<file path="config.mk">
export PLATFORM = sky130hd
export DESIGN_NAME = ate_scan_ctrl
export DESIGN_NICKNAME = d
export VERILOG_FILES = /design/src/rtl/ate_pkg.sv /design/src/rtl/ate_blk_addr_gen.sv /design/src/rtl/ate_scan_ctrl.sv
export SDC_FILE = /design/constraint.sdc
export NUM_CORES = 1
export LEC_CHECK = 0
export BUFFER_PORTS_ARGS = -buffer_cell sky130_fd_sc_hd__buf_2
export CAP_MARGIN = 10
export CORE_ASPECT_RATIO = 1.75
export CORE_UTILIZATION = 64
export CTS_BUF_LIST = sky130_fd_sc_hd__clkbuf_8
export DETAILED_ROUTE_END_ITERATION = 8
export PLACE_DENSITY_LB_ADDON = 0.25
export SYNTH_ARGS = -nofsm -noshare
export SYNTH_HDL_FRONTEND = slang
export SYNTH_SLANG_ARGS = --single-unit
</file>
<file path="constraint.sdc">
create_clock -name clk -period 5.02 [get_ports clk]
set_input_delay 1.004 -clock clk [delete_from_list [all_inputs] [get_ports clk]]
set_output_delay 1.004 -clock clk [all_outputs]
set_load 0.01 [all_outputs]
</file>
<file path="src/rtl/ate_pkg.sv">
// Shared constants and state encoding for the adaptive-threshold scan sequencer.
package ate_pkg;

  localparam int unsigned BLK_DIM = 8;
  localparam int unsigned BLK_PIX = 64;
  localparam int unsigned PIX_W   = 6;

  typedef enum logic [1:0] {
    IDLE  = 2'd0,
    RUN   = 2'd1,
    DRAIN = 2'd2,
    DONE  = 2'd3
  } state_e;

endpackage

</file>
<file path="src/rtl/ate_blk_addr_gen.sv">
// Block-order address generator: pixel/block-column/block-row counters and
// the memory address and block flags for the current scan position.
module ate_blk_addr_gen
  import ate_pkg::*;
#(
  parameter int unsigned BLK_COLS = 6,
  parameter int unsigned BLK_ROWS = 4,
  parameter int unsigned ADDR_W   = 11
) (
  input  logic              clk,
  input  logic              reset,
  input  logic              clear_i,
  input  logic              advance_i,
  output logic [ADDR_W-1:0] addr_c,
  output logic              first_c,
  output logic              last_c,
  output logic              border_c,
  output logic              frame_last_c
);

  localparam int unsigned BC_W    = (BLK_COLS > 1) ? $clog2(BLK_COLS) : 1;
  localparam int unsigned BR_W    = (BLK_ROWS > 1) ? $clog2(BLK_ROWS) : 1;
  localparam int unsigned ROW_PIX = BLK_DIM * BLK_COLS;

  logic [PIX_W-1:0]  p_q, p_d;
  logic [BC_W-1:0]   bc_q, bc_d;
  logic [BR_W-1:0]   br_q, br_d;
  logic [ADDR_W-1:0] row_c;
  logic              last_col_c;
  logic              last_row_c;

  // Counter registers.
  always_ff @(posedge clk) begin
    if (reset) begin
      p_q  <= '0;
      bc_q <= '0;
      br_q <= '0;
    end else begin
      p_q  <= p_d;
      bc_q <= bc_d;
      br_q <= br_d;
    end
  end

  // Position flags for the current counter values.
  always_comb begin
    first_c      = (p_q == '0);
    last_c       = (p_q == PIX_W'(BLK_PIX - 1));
    last_col_c   = (bc_q == BC_W'(BLK_COLS - 1));
    last_row_c   = (br_q == BR_W'(BLK_ROWS - 1));
    border_c     = (bc_q == '0) || last_col_c;
    frame_last_c = last_c && last_col_c && last_row_c;
  end

  // Nested counter advance: pixel, then block column, then block row.
  always_comb begin
    p_d  = p_q;
    bc_d = bc_q;
    br_d = br_q;
    if (clear_i) begin
      p_d  = '0;
      bc_d = '0;
      br_d = '0;
    end else if (advance_i) begin
      if (last_c) begin
        p_d = '0;
        if (last_col_c) begin
          bc_d = '0;
          br_d = last_row_c ? '0 : br_q + BR_W'(1);
        end else begin
          bc_d = bc_q + BC_W'(1);
        end
      end else begin
        p_d = p_q + PIX_W'(1);
      end
    end
  end

  // Linear address: image row times row pitch plus image column.
  always_comb begin
    row_c  = ADDR_W'(br_q) * ADDR_W'(BLK_DIM) + ADDR_W'(p_q[5:3]);
    addr_c = row_c * ADDR_W'(ROW_PIX) + ADDR_W'(bc_q) * ADDR_W'(BLK_DIM)
           + ADDR_W'(p_q[2:0]);
  end

endmodule

</file>
<file path="src/rtl/ate_scan_ctrl.sv">
// Scan sequencer: start/busy/done handshake, stall-aware read issue and a
// one-stage sideband delay aligning flags with the memory read data.
module ate_scan_ctrl
  import ate_pkg::*;
#(
  parameter int unsigned BLK_COLS = 6,
  parameter int unsigned BLK_ROWS = 4,
  parameter int unsigned ADDR_W   = 11
) (
  input  logic              clk,
  input  logic              reset,
  input  logic              start,
  input  logic              stall,
  output logic              mem_rd,
  output logic [ADDR_W-1:0] mem_addr,
  output logic              pix_valid,
  output logic              blk_first,
  output logic              blk_last,
  output logic              border,
  output logic              busy,
  output logic              done
);

  state_e            state_q, state_d;
  logic              mem_rd_q, mem_rd_d;
  logic [ADDR_W-1:0] mem_addr_q, mem_addr_d;
  logic              iss_first_q, iss_first_d;
  logic              iss_last_q, iss_last_d;
  logic              iss_border_q, iss_border_d;
  logic              pix_valid_q, blk_first_q, blk_last_q, border_q;
  logic              busy_q, busy_d;
  logic              done_q, done_d;
  logic              clear_c, advance_c;
  logic [ADDR_W-1:0] addr_c;
  logic              first_c, last_c, border_c, frame_last_c;

  ate_blk_addr_gen #(
    .BLK_COLS (BLK_COLS),
    .BLK_ROWS (BLK_ROWS),
    .ADDR_W   (ADDR_W)
  ) u_addr_gen (
    .clk          (clk),
    .reset        (reset),
    .clear_i      (clear_c),
    .advance_i    (advance_c),
    .addr_c       (addr_c),
    .first_c      (first_c),
    .last_c       (last_c),
    .border_c     (border_c),
    .frame_last_c (frame_last_c)
  );

  // State, issue-stage and sideband registers.
  always_ff @(posedge clk) begin
    if (reset) begin
      state_q      <= IDLE;
      mem_rd_q     <= 1'b0;
      mem_addr_q   <= '0;
      iss_first_q  <= 1'b0;
      iss_last_q   <= 1'b0;
      iss_border_q <= 1'b0;
      pix_valid_q  <= 1'b0;
      blk_first_q  <= 1'b0;
      blk_last_q   <= 1'b0;
      border_q     <= 1'b0;
      busy_q       <= 1'b0;
      done_q       <= 1'b0;
    end else begin
      state_q      <= state_d;
      mem_rd_q     <= mem_rd_d;
      mem_addr_q   <= mem_addr_d;
      iss_first_q  <= iss_first_d;
      iss_last_q   <= iss_last_d;
      iss_border_q <= iss_border_d;
      pix_valid_q  <= mem_rd_q;
      blk_first_q  <= mem_rd_q & iss_first_q;
      blk_last_q   <= mem_rd_q & iss_last_q;
      border_q     <= mem_rd_q & iss_border_q;
      busy_q       <= busy_d;
      done_q       <= done_d;
    end
  end

  // Next-state and issue logic; DRAIN waits for the last read to reach pix_valid.
  always_comb begin
    state_d      = state_q;
    mem_rd_d     = 1'b0;
    mem_addr_d   = mem_addr_q;
    iss_first_d  = 1'b0;
    iss_last_d   = 1'b0;
    iss_border_d = 1'b0;
    busy_d       = busy_q;
    done_d       = 1'b0;
    clear_c      = 1'b0;
    advance_c    = 1'b0;
    case (state_q)
      IDLE: begin
        if (start) begin
          state_d = RUN;
          busy_d  = 1'b1;
          clear_c = 1'b1;
        end
      end
      RUN: begin
        if (!stall) begin
          mem_rd_d     = 1'b1;
          mem_addr_d   = addr_c;
          iss_first_d  = first_c;
          iss_last_d   = last_c;
          iss_border_d = border_c;
          advance_c    = 1'b1;
          if (frame_last_c) begin
            state_d = DRAIN;
          end
        end
      end
      DRAIN: begin
        if (!mem_rd_q) begin
          state_d = DONE;
          done_d  = 1'b1;
          busy_d  = 1'b0;
        end
      end
      DONE: begin
        state_d = IDLE;
      end
      default: begin
        state_d = IDLE;
      end
    endcase
  end

  assign mem_rd    = mem_rd_q;
  assign mem_addr  = mem_addr_q;
  assign pix_valid = pix_valid_q;
  assign blk_first = blk_first_q;
  assign blk_last  = blk_last_q;
  assign border    = border_q;
  assign busy      = busy_q;
  assign done      = done_q;

endmodule

</file>
Yosys cells after proc, flatten, opt, wreduce, memory -nomap -nowiden

Index checks and enable logic that the tools add are counted.
W data, S select, Z words.

Flip-flop bits (word level): 34
Input bits: 4
Output and inout port bits: 18

Add/subtract/negate cells: 6
$mul: 1
Equality and inequality tests: 10
Mux-type cells: 16
Bitwise logic cells: 6
Reductions and logical operators: 15

Operators by type and width:

| cell                   | number |
|---|---|
| $add A11 B3 Y11        | 1 |
| $add A11 B6 Y11        | 1 |
| $mul A11 B2 Y7 const B | 1 |
| $mux W2                | 5 |
| $ne A2 B2 Y1 const B   | 4 |
| $pmux W2 S4            | 1 |
| $mux W1                | 7 |
| $add A5 B3 Y6          | 1 |
| $add A6 B1 Y6 const B  | 1 |
| $eq A2 B2 Y1 const B   | 3 |
| $eq A6 B6 Y1 const B   | 1 |
| $logic_not A6 Y1       | 1 |
| $mux W6                | 1 |
| $reduce_and A3 Y1      | 2 |
| $reduce_and A2 Y1      | 2 |
| $reduce_and A4 Y1      | 1 |
| $reduce_or A2 Y1       | 2 |
| $add A3 B1 Y3 const B  | 1 |
| $and A1 B1 Y1          | 3 |
| $eq A3 B3 Y1 const B   | 1 |
| $logic_not A3 Y1       | 1 |
| $mux W3                | 1 |
| $not A1 Y1             | 3 |
| $reduce_or A3 Y1       | 1 |
| 7 further kinds        | 8 |

Longest topological paths before layout

Depth in word-level cells: 6
Gate-level depth with buffers: 8

Cells and area by module

A second synthesis with hierarchy kept.

Cells, all modules: 207
Area, all modules: 1823.0 um^2

Modules (own cells, without submodules):

| module           | times used | cells each | area each (um^2) | sequential area each (um^2) |
|---|---|---|---|---|
| ate_blk_addr_gen | 1          | 117        | 999.7            | 220.2 |
| ate_scan_ctrl    | 1          | 90         | 823.3            | 460.4 |

Worst setup path before layout

Ideal clock, no wire load.

Path kind: reg2reg
From: register u_addr_gen.p_q[3]
To: register mem_addr_q[10] (netlist: mem_addr[10])
Setup time: 0.120 ns
Arrival time: 1.888 ns
Data required time: 4.900 ns
Path slack: 3.012 ns
Cell stages (with the launch flop): 9
Path buffers: 0
Period minus slack after synthesis: 2.008 ns
Path through: dfxtp_1 > ha_1 > inv_1 > fa_1 > nand2b_1 > a2bb2oi_1 > mux2_2 > nand4_1 > nand3_1

Cells in the longest elaborated chain, start to end: 4

Ends and longest elaborated chain:

| element                | line                   | RTL |
|---|---|---|
| start, declared        | ate_blk_addr_gen.sv:25 | `logic [PIX_W-1:0] p_q, p_d;` |
| start signal, assigned | ate_blk_addr_gen.sv:39 | `p_q <= p_d;` |
| $add A5 B3 Y6          | ate_blk_addr_gen.sv:81 | `row_c = ADDR_W'(br_q) * ADDR_W'(BLK_DIM) + ADDR_W'(p_q[5:3]);` |
| $mul A11 B2 Y7         | ate_blk_addr_gen.sv:82 | `addr_c = row_c * ADDR_W'(ROW_PIX) + ADDR_W'(bc_q) * ADDR_W'(BLK_DIM)` |
| $add A11 B6 Y11        | ate_blk_addr_gen.sv:82 |  |
| $add A11 B3 Y11        | ate_blk_addr_gen.sv:83 | `+ ADDR_W'(p_q[2:0]);` |
| end signal, assigned   | ate_scan_ctrl.sv:71    | `mem_addr_q <= mem_addr_d;` |
| end, declared          | ate_scan_ctrl.sv:26    | `logic [ADDR_W-1:0] mem_addr_q, mem_addr_d;` |

Every way passes these cells.
A chain may end at the register's enable or synchronous reset.

Worst setup path after layout

From: input port stall
To: register u_addr_gen.p_q[5]

Cells in the longest elaborated chain, start to end: 2

Ends and longest elaborated chain:

| element         | line                 | RTL |
|---|---|---|
| start, declared | ate_scan_ctrl.sv:13  | `input logic stall,` |
| $mux W1         | ate_scan_ctrl.sv:105 | `if (!stall) begin` |
| $mux W1         | --                   |  |

Every way passes these cells.

==> metrics.txt <==
outcome=completed; DR vias=1378; clock latency on the worst-skew pair=~0.28 ns; Vias/cell=~5.7; Max Freq=slightly below 400 MHz; vias in the first global route=1385; Final Skew=~0.0024 ns; Mapped Area=between 0.0015 and 0.002 mm²; Post-Syn Nets=between 200 and 250; area of the multi-input gates=about 930 µm²; WP data required=5.23 ns; setup ws final=2.44 ns; post-CTS sizing=0; RSZ-0062 raised after global routing=no; CTS Root Buffer Type=clkbuf_8; layout cell share with drive strength beyond 1=0.164; Hold Path Stages=1; clock period minus worst slack=between 2 and 3 ns; Synth Instances=191; R2R Path End=u_addr_gen.p_q[5]; Iter 0 DRT Violations=28; crit end category=flip-flop; Max H-tree Level=2; TritonCTS clock tree=done; final core occ=0.766; Core Area=0.00249 mm²; Avg Cell Area, Syn=8.85 µm²; global-route wire length before repair=6090 µm; r2r startpoint=state_q[1]; sequential cell area=681 µm²; Num CTS Buffers=5; sequential fraction of the synthesis area=0.403; Die Y=70.0 µm; drt drc=0; max_cap viols=0; starting density of the core=0.678; IO Port Bufs=21; clk buf depth=2; Synth cell types=39; largest net degree at the start of global routing=20; Pre-antenna DRT Iters=4; period utilization=0.513; gpl congestion=0.953; drt wl/cell=15.4 µm; CTS hold repair buffers=0; dpl hpwl=2750 µm; standard-cell rows=24; CP Launch Type=primary input; final setup vio count=0; Leak=0.811 nW; Hold WS=0.432 ns; CTS clk-pin slew, worst paths=0.07 ns; yosys warns=0; Antenna Nets Post-Route=0; initial antenna violation count=0; # IOs=22; P&R area growth vs syn=12.9%; total power=0.000690 W; Final Max Slew Viols=0; post-CTS setup buffers=0; chip width=40.9 µm; Power Density=between 300 and 400 mW/mm²; slew at the pin with the worst max-slew slack=around 1.1 ns; critical path class=in2reg; ANT cells=0; GRT overflow=0; routed wire length=3690 µm; CP max FO=17; Slew headroom=0.267; fillers=198; Yosys reg bits=34; Sum Neg Setup Slack=0 ns; worst hold endpoint=border; Critical Path AT=2.79 ns; Worst R2R Setup Slack=2.52 ns; Final Hold Viols=0; GRT Util Overall=0.310; dpl ws=2.20 ns; Register-to-Register Path Depth=6; maximum vdd drop=292 µV; CTS Sinks=34; Hold Crit Class=reg2reg; nets=234; die area=0.00286 mm²; hold path start=iss_border_q
==> kinds of logic after synthesis <==
logic type / count (synthesis) / share of synthesized area
simple gates: 77 / 0.228
flops: 34 / 0.403
compound gates: 30 / 0.113
buf+inv: 19 / 0.0459
fa+ha+maj: 17 / 0.135
xor+xnor: 11 / 0.0570
mux: 3 / 0.0185
==> stage by stage <==
stage,instance area (µm²),instances
after floorplan,1690,191
after global placement,1800,232
after detailed placement,1800,232
after CTS,1910,240
after global routing,1910,240
final,1910,240
==> per-layer routing <==
layer,vias to the layer above,track usage,routed length (µm),share of wire
li1,681,-,-,-
met1,659,0.313,1340,0.36
met2,32,0.563,2200,0.59
met3,6,0.0635,107,0.029
met4,0,0.0963,45,0.012
met5,-,0,0,0
==> synthesized netlist by cell type <==
master | number | share of area
a211oi_1 | 4 | 0.018
a21o_1 | 1 | 0.0044
a21oi_1 | 16 | 0.047
a2bb2oi_1 | 1 | 0.0052
a311o_1 | 1 | 0.0059
a31o_2 | 1 | 0.0052
and2_1 | 3 | 0.011
and3_1 | 1 | 0.0037
buf_1 | 2 | 0.0044
buf_2 | 1 | 0.0030
buf_4 | 1 | 0.0044
clkbuf_1 | 1 | 0.0022
clkbuf_2 | 1 | 0.0030
dfxtp_1 | 34 | 0.40
fa_1 | 2 | 0.024
ha_1 | 15 | 0.11
inv_1 | 13 | 0.029
mux2_2 | 1 | 0.0067
mux2i_1 | 2 | 0.012
nand2_1 | 23 | 0.051
nand2b_1 | 6 | 0.022
nand3_1 | 2 | 0.0059
nand3_2 | 2 | 0.012
nand3b_1 | 4 | 0.018
nand4_1 | 4 | 0.015
nor2_1 | 19 | 0.042
nor2_2 | 1 | 0.0037
nor2b_1 | 2 | 0.0074
nor3_1 | 3 | 0.0089
nor4_1 | 2 | 0.0074
nor4b_1 | 1 | 0.0052
o211ai_1 | 1 | 0.0044
o21a_1 | 1 | 0.0044
o21ai_0 | 3 | 0.0089
o41ai_2 | 1 | 0.0096
or2_1 | 2 | 0.0074
or3_1 | 2 | 0.0074
xnor2_1 | 5 | 0.026
xor2_1 | 6 | 0.031
==> state kept, by name, summed over array words and instances (netlist names), 2 cells and up <==
name / cells
u_addr_gen.br_q: 2
u_addr_gen.p_q: 6
mem_addr: 11
u_addr_gen.bc_q: 3
state_q: 2
==> layout make-up <==
cell class / count / area share
sequential: 34 / 0.357
tap: 26 / 0.0170
multi-input combinational: 138 / 0.489
clock inverter: 3 / 0.0210
inverter: 13 / 0.0256
timing repair buffer: 21 / 0.0551
clock buffer: 5 / 0.0361
==> worst max-delay path by stage <==
stage / start / end / slack, ns / cells after the start
after global routing: stall / mem_addr[10] / 2.32 / 5
after CTS: stall / mem_addr[10] / 2.48 / 5
after floorplan: u_addr_gen.p_q[3] / mem_addr[10] / 3.01 / 8
final: stall / u_addr_gen.p_q[5] / 2.44 / 5
after global placement: stall / mem_addr[10] / 2.32 / 5
after detailed placement: stall / u_addr_gen.p_q[5] / 2.20 / 5
==> placed cells by master, fill, tap and decap left out, drive strengths merged, types with 2 or more instances in the layout <==
cell type  count
fa             2
inv           13
or3            2
ha            15
o21ai          3
clkinv         2
dfxtp         34
xnor2          5
nand4          4
nor4           2
clkbuf         5
xor2           6
buf           21
nand2b         6
nand2         23
nand3b         4
nand3          4
or2            2
mux2i          2
nor2b          2
a211oi         4
a21oi         16
nor2          20
and2           3
nor3           3
==> critical path, stage by stage <==
cell and delay, ns:
buf_2 0.12, nor2b_1 0.84, nand4_1 0.29, or3_1 0.38
a21oi_1 0.15
==> where the power goes <==
| group | switching, W | internal, W |
|---|---|---|
| clock network | 0.0000967 | 0.000146 |
| registers | 0.0000135 | 0.000293 |
| logic | 0.0000884 | 0.0000525 |
| total | 0.000199 | 0.000491 |
Power figures use the tool's default switching activity.
